--- config.mk ---
export PLATFORM = sky130hd
export DESIGN_NAME = sync_level_filter_flat
export DESIGN_NICKNAME = d
export VERILOG_FILES = /design/src/rtl/sync_level_filter_if.sv /design/src/rtl/sync_level_filter.sv /design/src/flat_wrapper.sv
export SDC_FILE = /design/constraint.sdc
export NUM_CORES = 1
export LEC_CHECK = 0
export CAP_MARGIN = 20
export CELL_PAD_IN_SITES_DETAIL_PLACEMENT = 0
export CELL_PAD_IN_SITES_GLOBAL_PLACEMENT = 1
export CORE_UTILIZATION = 36
export CTS_CLUSTER_DIAMETER = 150
export DETAILED_ROUTE_END_ITERATION = 10
export GPL_TIMING_DRIVEN = 0
export PLACE_DENSITY_LB_ADDON = 0.1
export SYNTH_ARGS = -nofsm -noshare
export SYNTH_HDL_FRONTEND = slang
export SYNTH_SLANG_ARGS = --single-unit
--- constraint.sdc ---
create_clock -name clock -period 1.9 [get_ports clock]
set_clock_uncertainty 0.05 [all_clocks]
set_input_delay 0.38 -clock clock [delete_from_list [all_inputs] [get_ports clock]]
set_output_delay 0.38 -clock clock [all_outputs]
set_load 0.005 [all_outputs]
--- src/rtl/sync_level_filter_if.sv ---
// Signal bundle between the level filter and its consumer; clock and reset stay outside.
interface sync_level_filter_if #(
    parameter int unsigned CNT_WIDTH = 8
);
    logic                 enable;
    logic                 sig_in;
    logic                 count_clear;
    logic                 glitch_clear;
    logic                 level_out;
    logic                 rise_pulse;
    logic                 fall_pulse;
    logic [CNT_WIDTH-1:0] event_count;
    logic                 glitch_flag;

    modport master (
        output enable, sig_in, count_clear, glitch_clear,
        input  level_out, rise_pulse, fall_pulse, event_count, glitch_flag
    );

    modport slave (
        input  enable, sig_in, count_clear, glitch_clear,
        output level_out, rise_pulse, fall_pulse, event_count, glitch_flag
    );
endinterface

--- src/rtl/sync_level_filter.sv ---
// Persistence filter for a synchronized level: accepts a change after FILTER_LEN
// consecutive differing samples, with edge pulses, saturating event count and glitch flag.
module sync_level_filter #(
    parameter int unsigned FILTER_LEN = 4,
    parameter logic        INIT_LEVEL = 1'b0,
    parameter int unsigned CNT_WIDTH  = 8
) (
    input logic                 clock,
    input logic                 reset_n,
    sync_level_filter_if.slave  bus
);
    localparam logic [0:0] STABLE  = 1'b0;
    localparam logic [0:0] QUALIFY = 1'b1;
    localparam logic [7:0] FL8     = FILTER_LEN[7:0];

    logic [0:0]           state_q, state_d;
    logic [7:0]           qcnt_q, qcnt_d;
    logic                 level_q, level_d;
    logic                 rise_q, rise_d;
    logic                 fall_q, fall_d;
    logic [CNT_WIDTH-1:0] cnt_q, cnt_d;
    logic                 glitch_q, glitch_d;
    logic                 accept;
    logic                 reject;

    always_comb begin
        state_d = state_q;
        qcnt_d  = qcnt_q;
        accept  = 1'b0;
        reject  = 1'b0;

        // Disabling abandons any qualification silently; no reject is raised.
        if (!bus.enable) begin
            state_d = STABLE;
            qcnt_d  = '0;
        end else begin
            case (state_q)
                STABLE: begin
                    if (bus.sig_in != level_q) begin
                        if (FILTER_LEN == 1) begin
                            accept = 1'b1;
                        end else begin
                            state_d = QUALIFY;
                            qcnt_d  = 8'd1;
                        end
                    end
                end
                QUALIFY: begin
                    if (bus.sig_in == level_q) begin
                        reject  = 1'b1;
                        state_d = STABLE;
                        qcnt_d  = '0;
                    end else if (qcnt_q + 8'd1 == FL8) begin
                        accept = 1'b1;
                    end else begin
                        qcnt_d = qcnt_q + 8'd1;
                    end
                end
                default: begin
                    state_d = STABLE;
                    qcnt_d  = '0;
                end
            endcase
        end

        level_d = level_q;
        rise_d  = 1'b0;
        fall_d  = 1'b0;
        if (accept) begin
            level_d = ~level_q;
            rise_d  = ~level_q;
            fall_d  = level_q;
            state_d = STABLE;
            qcnt_d  = '0;
        end

        cnt_d = cnt_q;
        if (bus.count_clear) begin
            cnt_d = accept ? CNT_WIDTH'(1) : '0;
        end else if (accept && (cnt_q != '1)) begin
            cnt_d = cnt_q + CNT_WIDTH'(1);
        end

        glitch_d = glitch_q;
        if (reject) begin
            glitch_d = 1'b1;
        end else if (bus.glitch_clear) begin
            glitch_d = 1'b0;
        end
    end

    always_ff @(posedge clock or negedge reset_n) begin
        if (!reset_n) begin
            state_q  <= STABLE;
            qcnt_q   <= '0;
            level_q  <= INIT_LEVEL;
            rise_q   <= 1'b0;
            fall_q   <= 1'b0;
            cnt_q    <= '0;
            glitch_q <= 1'b0;
        end else begin
            state_q  <= state_d;
            qcnt_q   <= qcnt_d;
            level_q  <= level_d;
            rise_q   <= rise_d;
            fall_q   <= fall_d;
            cnt_q    <= cnt_d;
            glitch_q <= glitch_d;
        end
    end

    assign bus.level_out   = level_q;
    assign bus.rise_pulse  = rise_q;
    assign bus.fall_pulse  = fall_q;
    assign bus.event_count = cnt_q;
    assign bus.glitch_flag = glitch_q;
endmodule

--- src/flat_wrapper.sv ---
// flat-port wrapper written by rule: the top's interface ports become plain ports
module sync_level_filter_flat 
#(
    parameter int unsigned FILTER_LEN = 4,
    parameter logic        INIT_LEVEL = 1'b0,
    parameter int unsigned CNT_WIDTH  = 8
)
  (clock, reset_n, bus_enable, bus_sig_in, bus_count_clear, bus_glitch_clear, bus_level_out, bus_rise_pulse, bus_fall_pulse, bus_event_count, bus_glitch_flag);
  sync_level_filter_if #(.CNT_WIDTH(CNT_WIDTH)) bus_i ();
  input logic clock;
  input logic reset_n;
  input wire logic [$bits(bus_i.enable)-1:0] bus_enable;
  input wire logic [$bits(bus_i.sig_in)-1:0] bus_sig_in;
  input wire logic [$bits(bus_i.count_clear)-1:0] bus_count_clear;
  input wire logic [$bits(bus_i.glitch_clear)-1:0] bus_glitch_clear;
  output wire logic [$bits(bus_i.level_out)-1:0] bus_level_out;
  output wire logic [$bits(bus_i.rise_pulse)-1:0] bus_rise_pulse;
  output wire logic [$bits(bus_i.fall_pulse)-1:0] bus_fall_pulse;
  output wire logic [$bits(bus_i.event_count)-1:0] bus_event_count;
  output wire logic [$bits(bus_i.glitch_flag)-1:0] bus_glitch_flag;
  assign bus_i.enable = bus_enable;
  assign bus_i.sig_in = bus_sig_in;
  assign bus_i.count_clear = bus_count_clear;
  assign bus_i.glitch_clear = bus_glitch_clear;
  assign bus_level_out = bus_i.level_out;
  assign bus_rise_pulse = bus_i.rise_pulse;
  assign bus_fall_pulse = bus_i.fall_pulse;
  assign bus_event_count = bus_i.event_count;
  assign bus_glitch_flag = bus_i.glitch_flag;
  sync_level_filter #(.FILTER_LEN(FILTER_LEN), .INIT_LEVEL(INIT_LEVEL), .CNT_WIDTH(CNT_WIDTH)) u_core (.clock(clock), .reset_n(reset_n), .bus(bus_i));
endmodule
==> out/qor.csv, run 1 <==
stage,metric,value,unit
logic_synthesis,synth_area,1160,µm²
logic_synthesis,ys_ff_latch,21,
global_route,gr-total-overflow,0,
logic_synthesis,ys_async_sr_fraction,100,%
layout,num_antenna_cells,0,
timing,slew_violations,0,
route,drt_iter0_drc,34,
critical_path,critical_path_required,2.09,ns
global_route,grt_pass1_vias,999,
route,viasPerCell,5.20,
layout,fin_cells,197,
layout,syn_to_final_growth,39.0,%
critical_path,cp_data_arrival_time,2.21,ns
floorplan,pin_count,18,
timing,report.final.setup_viol,12,
floorplan,die_h,58.9,µm
global_route,met1_usage,23.6,%
timing,min_period,2.01,ns
logic_synthesis,yosysTopAreaCell,dfrtp_1,
global_route,grt_max_degree,22,
pwr,p_per_area,460,nW/µm²
place,dp.cells,180,
global_route,use_met2,28.7,%
critical_path,cp-start-kind,flip-flop,
global_route,grt.busiest_layer,met2,
critical_path,path_class,reg2reg,
route,vias,1024,
floorplan,die_w,58.9,µm
logic_synthesis,seq_area_frac_synth,45.2,%
logic_synthesis,yosys-top-cells-area,"dfrtp_1, o21ai_0, nand3_1",
layout,final_nets,163,
outcome,violations,negative setup slack,
clocking,cts_hold_buf,0,
place,port_buffers,16,
floorplan,start_util,38.1,%
clocking,cts_max_level,1,
clocking,cts_tree,built,
clocking,cts.clk_slew.worst_paths,0.13,ns
timing,finalHoldViolations,0,
timing,setup_ws,-0.113,ns
route,routedWlPerCell,13.5,µm
outcome,outcome,"complete, but fails checks",
layout,multiInputGateArea,691,µm²
floorplan,core,3050,µm²
global_route,antenna_found_initial,0,
route,antenna_left,0,
timing,tightest_slew,0.950,ns
floorplan,std_cell_rows,20,
place,gp_congestion,0.792,
timing,rsz0062_at_grt,yes,
logic_synthesis,synthFlopType,dfrtp_1,
logic_synthesis,synth_nets,129,
global_route,grt_pass1_wl,4610,µm
clocking,cts_num_sinks,21,
job,cap_viol_max_count,0,
global_route,grtUsageMet3,1.98,%
timing,period_share,106,%
clocking,clockBufferDepth,2,
logic_synthesis,synth_edf_count,0,
logic_synthesis,synth.distinct_cells,37,
clocking,clockRootBuffer,clkbuf_4,
place,hpwlAfterDp,1760,µm
critical_path,cp_max_fo,7,
logic_synthesis,synth_top_area_share,45.2,%
layout,fin_util,53.0,%
route,wirelength,2650,µm
route,drc_errors,0,
clocking,numCtsBuffers,3,
worst_hold_path,min_path_type,in2reg,
timing,max_freq,0.497,GHz
logic_synthesis,yosysWarnings,0,
layout,register_area,531,µm²
global_route,grt_use_total,17.4,%
logic_synthesis,synthCells,120,
pwr,irDropWorstVdd,0.000347,V
layout,fill_cells,298,
clocking,clock_latency,0.31,ns
layout,drive_above_1_share,30.7,%
timing,maxSlewHeadroom,36.5,%
critical_path,cp-end-kind,flip-flop,
timing,fin_tns_setup,-0.665,ns
logic_synthesis,syn_area_per_cell,9.70,µm²
route,firstDrtPassIters,4,
pwr,total_power,0.744,mW
pwr,p_leak,0.655,nW
floorplan,dieArea,3460,µm²
[cell families (layout without fill, tap and decap cells)]
family | Yosys count | count (layout) | synth area share [%]
AND/OR/NAND/NOR | 49 | 49 | 23.7
AO/OA/AOI/OAI | 34 | 34 | 20.1
flip-flops | 21 | 21 | 45.2
buffers and inverters | 8 | 41 | 3.98
XOR/XNOR | 4 | 4 | 3.01
adder cells (fa/ha/maj) | 3 | 3 | 3.23
multiplexers | 1 | 1 | 0.860
[state kept, by name, summed over array words and instances, names as in the netlist]
name / cells
u_core.bus.fall_pulse: 1
u_core.bus.glitch_flag: 1
u_core.qcnt_q: 8
u_core.bus.event_count: 8
u_core.bus.level_out: 1
u_core.bus.rise_pulse: 1
u_core.state_q: 1
[Yosys cell counts, types with 2 or more instances]
library cell and number:
a21oi_1 7, a32o_1 2, and3_1 3, and4_1 2, buf_6 2, dfrtp_1 21
ha_1 3, inv_1 4, nand2_1 8, nand3_1 9, nand4_1 4, nor2_1 10
o21ai_0 14, o31ai_1 2, or3_1 5, xnor2_1 2, xor2_1 2
[worst paths after layout]
| kind | start | end | slack [ns] | cells past startpoint |
|---|---|---|---|---|
| worst min-delay path | bus_count_clear | u_core.bus.event_count[1] | 0.39 | 2 |
| max in group asynchronous | reset_n | u_core.qcnt_q[2] | 0.63 | 1 |
| worst max register to register | u_core.qcnt_q[0] | u_core.bus.event_count[5] | -0.11 | 7 |
| worst max-delay path | u_core.qcnt_q[0] | u_core.bus.event_count[5] | -0.11 | 7 |
| min in group asynchronous | reset_n | u_core.bus.glitch_flag | 0.53 | 1 |
| worst min register to register | u_core.qcnt_q[7] | u_core.qcnt_q[7] | 0.46 | 1 |
[report_power, final]
part	leakage [nW]	internal (mW)	switching (mW)	total (mW)
logic	0.357	0.0221	0.0307	0.0529
registers	0.284	0.452	0.00547	0.457
clock network	0.0139	0.0802	0.154	0.234
total	0.655	0.554	0.190	0.744
[layer usage]
layer,up-vias,share of wire [%]
met4,0,0.72
met3,2,1.8
met5,-,0
met2,11,50
met1,499,47
li1,512,-
[worst max-delay path, cell delays in order, from the launching register on]
cell	delay [ns]
dfrtp_2	0.43
ha_1	0.15
or3b_4	0.39
nor3_4	0.17
o2111ai_4	0.15
buf_6	0.17
or3_1	0.31
a21oi_1	0.12
[final cells by class]
type / instances / share of cell area, %
Multi-Input combinational cell: 91 / 42.7
Sequential cell: 21 / 32.8
Timing Repair Buffer: 29 / 16.4
Tap cell: 44 / 3.40
Buffer: 4 / 1.93
Clock buffer: 3 / 1.39
Inverter: 4 / 0.928
Clock inverter: 1 / 0.464
[repair_timing]
| action | in CTS | in global routing |
|---|---|---|
| resized for setup | 12 | 18 |
| pin swaps | 8 | 7 |
| endpoints found under the setup margin | 17 | 17 |
| endpoints found under the hold margin | 0 | 0 |
| setup buffers | 7 | 6 |
[through the flow]
step	hold WS, ns	instance area, µm²	setup slack [ns]
after floorplan	0.0344	1160	-0.0619
after global placement	0.429	1380	-0.374
after detailed placement	0.445	1380	-0.396
after CTS	0.395	1510	-0.188
after global routing	0.434	1620	-0.201
final	0.387	1620	-0.113
[placed cells by master (no fill, tap or decap), types with 2 or more instances in the layout]
| cell | netlist | final |
|---|---|---|
| a21oi_1 | 7 | 6 |
| and3_1 | 3 | 3 |
| buf_4 | 0 | 11 |
| buf_6 | 2 | 4 |
| clkbuf_4 | 0 | 3 |
| clkdlybuf4s50_1 | 0 | 16 |
| dfrtp_1 | 21 | 17 |
| dfrtp_2 | 0 | 4 |
| ha_1 | 3 | 2 |
| inv_1 | 4 | 4 |
| nand2_1 | 8 | 7 |
| nand3_1 | 9 | 8 |
| nand4_1 | 4 | 4 |
| nor2_1 | 10 | 8 |
| nor2_2 | 0 | 2 |
| o21ai_0 | 14 | 11 |
| o21ai_2 | 0 | 2 |
| o31ai_1 | 2 | 2 |
| or3_1 | 5 | 5 |
| xor2_1 | 2 | 2 |
Power figures use the tool's default switching activity.
==> run 2: changes to the inputs <==
- CTS_BUF_LIST: default -> sky130_fd_sc_hd__clkbuf_4 sky130_fd_sc_hd__clkbuf_8 sky130_fd_sc_hd__clkbuf_16
==> results of run 2 <==
The final DEF is identical to that of run 1; final timing and power are the same.
==> run 3: changes to the inputs <==
- MAX_ROUTING_LAYER: default -> met4
- PLACE_DENSITY_LB_ADDON: 0.1 -> 0.12
==> run 3 against run 2 <==
  * The run still ends with negative setup slack left
  * Hold slack worse by 0.19 ns
  * Power is 2.3% higher
  * Combinational power is 13% higher
  * Register-to-register slack got worse by 0.08 ns
  * Maximum frequency is 3.8% lower
  * Non-clock buffer count fell by 2
  * Routed wire length rose by 1.7%
  * Sequential share of layout area grew 0.49 points
  * Sequential power barely moved
  * Utilization shrank 1.0 points
==> out/qor.csv, run 3 (synthesis gave the netlist of run 1 again) <==
stage,metric,value,unit,change
outcome,outcome,"complete, but fails checks",,
outcome,violations,negative setup slack,,
layout,num_antenna_cells,0,,unchanged
layout,fin_util,52.0,%,-1.0 points
layout,fin_cells,195,,-1.0%
pwr,total_power,0.761,mW,+2.3%
layout,register_area,528,µm²,-0.47%
clocking,cts_hold_buf,0,,unchanged
critical_path,cp_num_buf_inv,1,,unchanged
route,viasPerCell,5.31,,+2.1%
layout,multiInputGateArea,664,µm²,-3.8%
global_route,antenna_found_initial,0,,unchanged
timing,min_period,2.09,ns,+0.0789 ns
floorplan,pin_count,18,,unchanged
route,antenna_left,0,,unchanged
clocking,clockRootBuffer,clkbuf_4,,
clocking,numCtsBuffers,3,,unchanged
critical_path,crit_slowest_cell,dfrtp_1,,
route,drt_iter0_drc,40,,+18%
place,gp_congestion,0.768,,-3.1%
critical_path,path_class,reg2reg,,
timing,fin_tns_setup,-1.19,ns,-0.525 ns
global_route,grt_use_total,17.3,%,-0.099 points
timing,hold_slack,0.201,ns,-0.186 ns
floorplan,dieArea,3460,µm²,unchanged
global_route,grt_pass1_wl,4340,µm,-5.8%
timing,tightest_slew,0.428,ns,-0.521 ns
route,wirelength,2700,µm,+1.7%
critical_path,critPathMaxStageDelay,0.43,ns,about the same
layout,syn_to_final_growth,36.3,%,
place,postPlaceCellArea,1380,µm²,unchanged
floorplan,std_cell_rows,20,,unchanged
clocking,cts_tree,built,,
timing,period_share,110,%,+4.2 points
timing,maxSlewHeadroom,71.4,%,+35 points
pwr,p_leak,0.641,nW,-2.1%
layout,drive_above_1_share,25.8,%,-4.9 points
timing,max_freq,0.478,GHz,-3.8%
route,drc_errors,0,,unchanged
clocking,clockBufferDepth,2,,unchanged
layout,final_cell_mix,"dfrtp_1, clkdlybuf4s50_1, o21ai_0, buf_4, nor2_1",,
clocking,cts.clk_slew.worst_paths,0.13,ns,about the same
global_route,gr-total-overflow,0,,unchanged
job,cap_viol_max_count,0,,unchanged
pwr,irDropWorstVdd,0.000329,V,-5.2%
place,dp.cells,180,,unchanged
critical_path,critical_path_required,2.09,ns,about the same
route,vias,1035,,+1.1%
critical_path,path_delay_family,simple AND/OR/NAND/NOR gates,,
place,preCtsSetupSlack,-0.395,ns,+0.00189 ns
layout,design_area,1590,µm²,-1.9%
layout,layout_commonest_cell,dfrtp_1,,
timing,report.final.setup_viol,10,,-2
timing,rsz0062_at_grt,yes,,
layout,fill_cells,300,,+0.67%
clocking,cts_num_sinks,21,,unchanged
floorplan,start_util,38.1,%,unchanged
layout,final_nets,161,,-1.2%
floorplan,die_w,58.9,µm,unchanged
route,firstDrtPassIters,4,,unchanged
critical_path,cp_max_fo,5,,-2
critical_path,cp_cell_sequence,"ha_2, or3b_4, nor3_4, o2111ai_4, buf_6, or3_1, a21oi_1",,
route,routedWlPerCell,13.8,µm,+2.7%
place,port_buffers,16,,unchanged
floorplan,core,3050,µm²,unchanged
worst_hold_path,min_path_type,in2async,,
floorplan,die_h,58.9,µm,unchanged
global_route,grt_max_degree,22,,unchanged
clocking,clock_latency,0.31,ns,about the same
timing,slew_violations,0,,unchanged
pwr,p_per_area,480,nW/µm²,+4.3%
place,hpwlAfterDp,1740,µm,-0.69%
global_route,grt_pass1_vias,953,,-4.6%
critical_path,cp-end-kind,flip-flop,,
clocking,cts_max_level,1,,unchanged
timing,setup_ws,-0.192,ns,-0.0789 ns
critical_path,cp_data_arrival_time,2.28,ns,+0.07 ns
critical_path,cp-start-kind,flip-flop,,
timing,finalHoldViolations,0,,unchanged
run 3: worst paths after layout:
kind	from	end	slack (ns)	depth (start not counted)
setup / recovery	u_core.qcnt_q[1]	u_core.bus.event_count[2]	-0.19	7
hold / removal	reset_n	u_core.qcnt_q[7]	0.20	1
setup reg to reg	u_core.qcnt_q[1]	u_core.bus.event_count[2]	-0.19	7
hold reg to reg	u_core.qcnt_q[7]	u_core.qcnt_q[7]	0.46	1
max in group asynchronous	reset_n	u_core.bus.event_count[5]	1.24	2
min in group clock	bus_count_clear	u_core.bus.event_count[1]	0.36	2
run 3: layer usage:
layer	global-route usage, %	vias up	part of all wire [%]
li1	-	508	-
met1	21.3	500	47
met2	28.1	23	48
met3	4.62	4	3.7
met4	4.76	0	0.82
met5	-	-	0
run 3: cell type report:
cell class              instances  area share (%)
multi-input cells              91            41.9
flip-flops and latches         21            33.3
repair buffers                 27            16.6
well taps                      44            3.47
plain buffers                   4            1.97
clock buffers                   4            1.89
inverters                       4           0.946
run 3: timing repair:
action | CTS | global route
resized for setup | 6 | 13
buffers inserted | 7 | 3
pin swaps | 2 | 12
setup endpoints to repair | 19 | 15
run 3: power breakdown:
part / switching, mW / internal (mW)
Sequential: 0.00519 / 0.451
Combinational: 0.0323 / 0.0275
Clock: 0.148 / 0.0963
Total: 0.186 / 0.575
run 3: worst register-to-register path, delay by kind of cell (launching register included):
kind,cells,cell delay (ns)
AO/OA/AOI/OAI,2,0.28
adder cells (fa/ha/maj),1,0.18
flip-flops,1,0.43
buffers and inverters,1,0.16
AND/OR/NAND/NOR,3,0.93
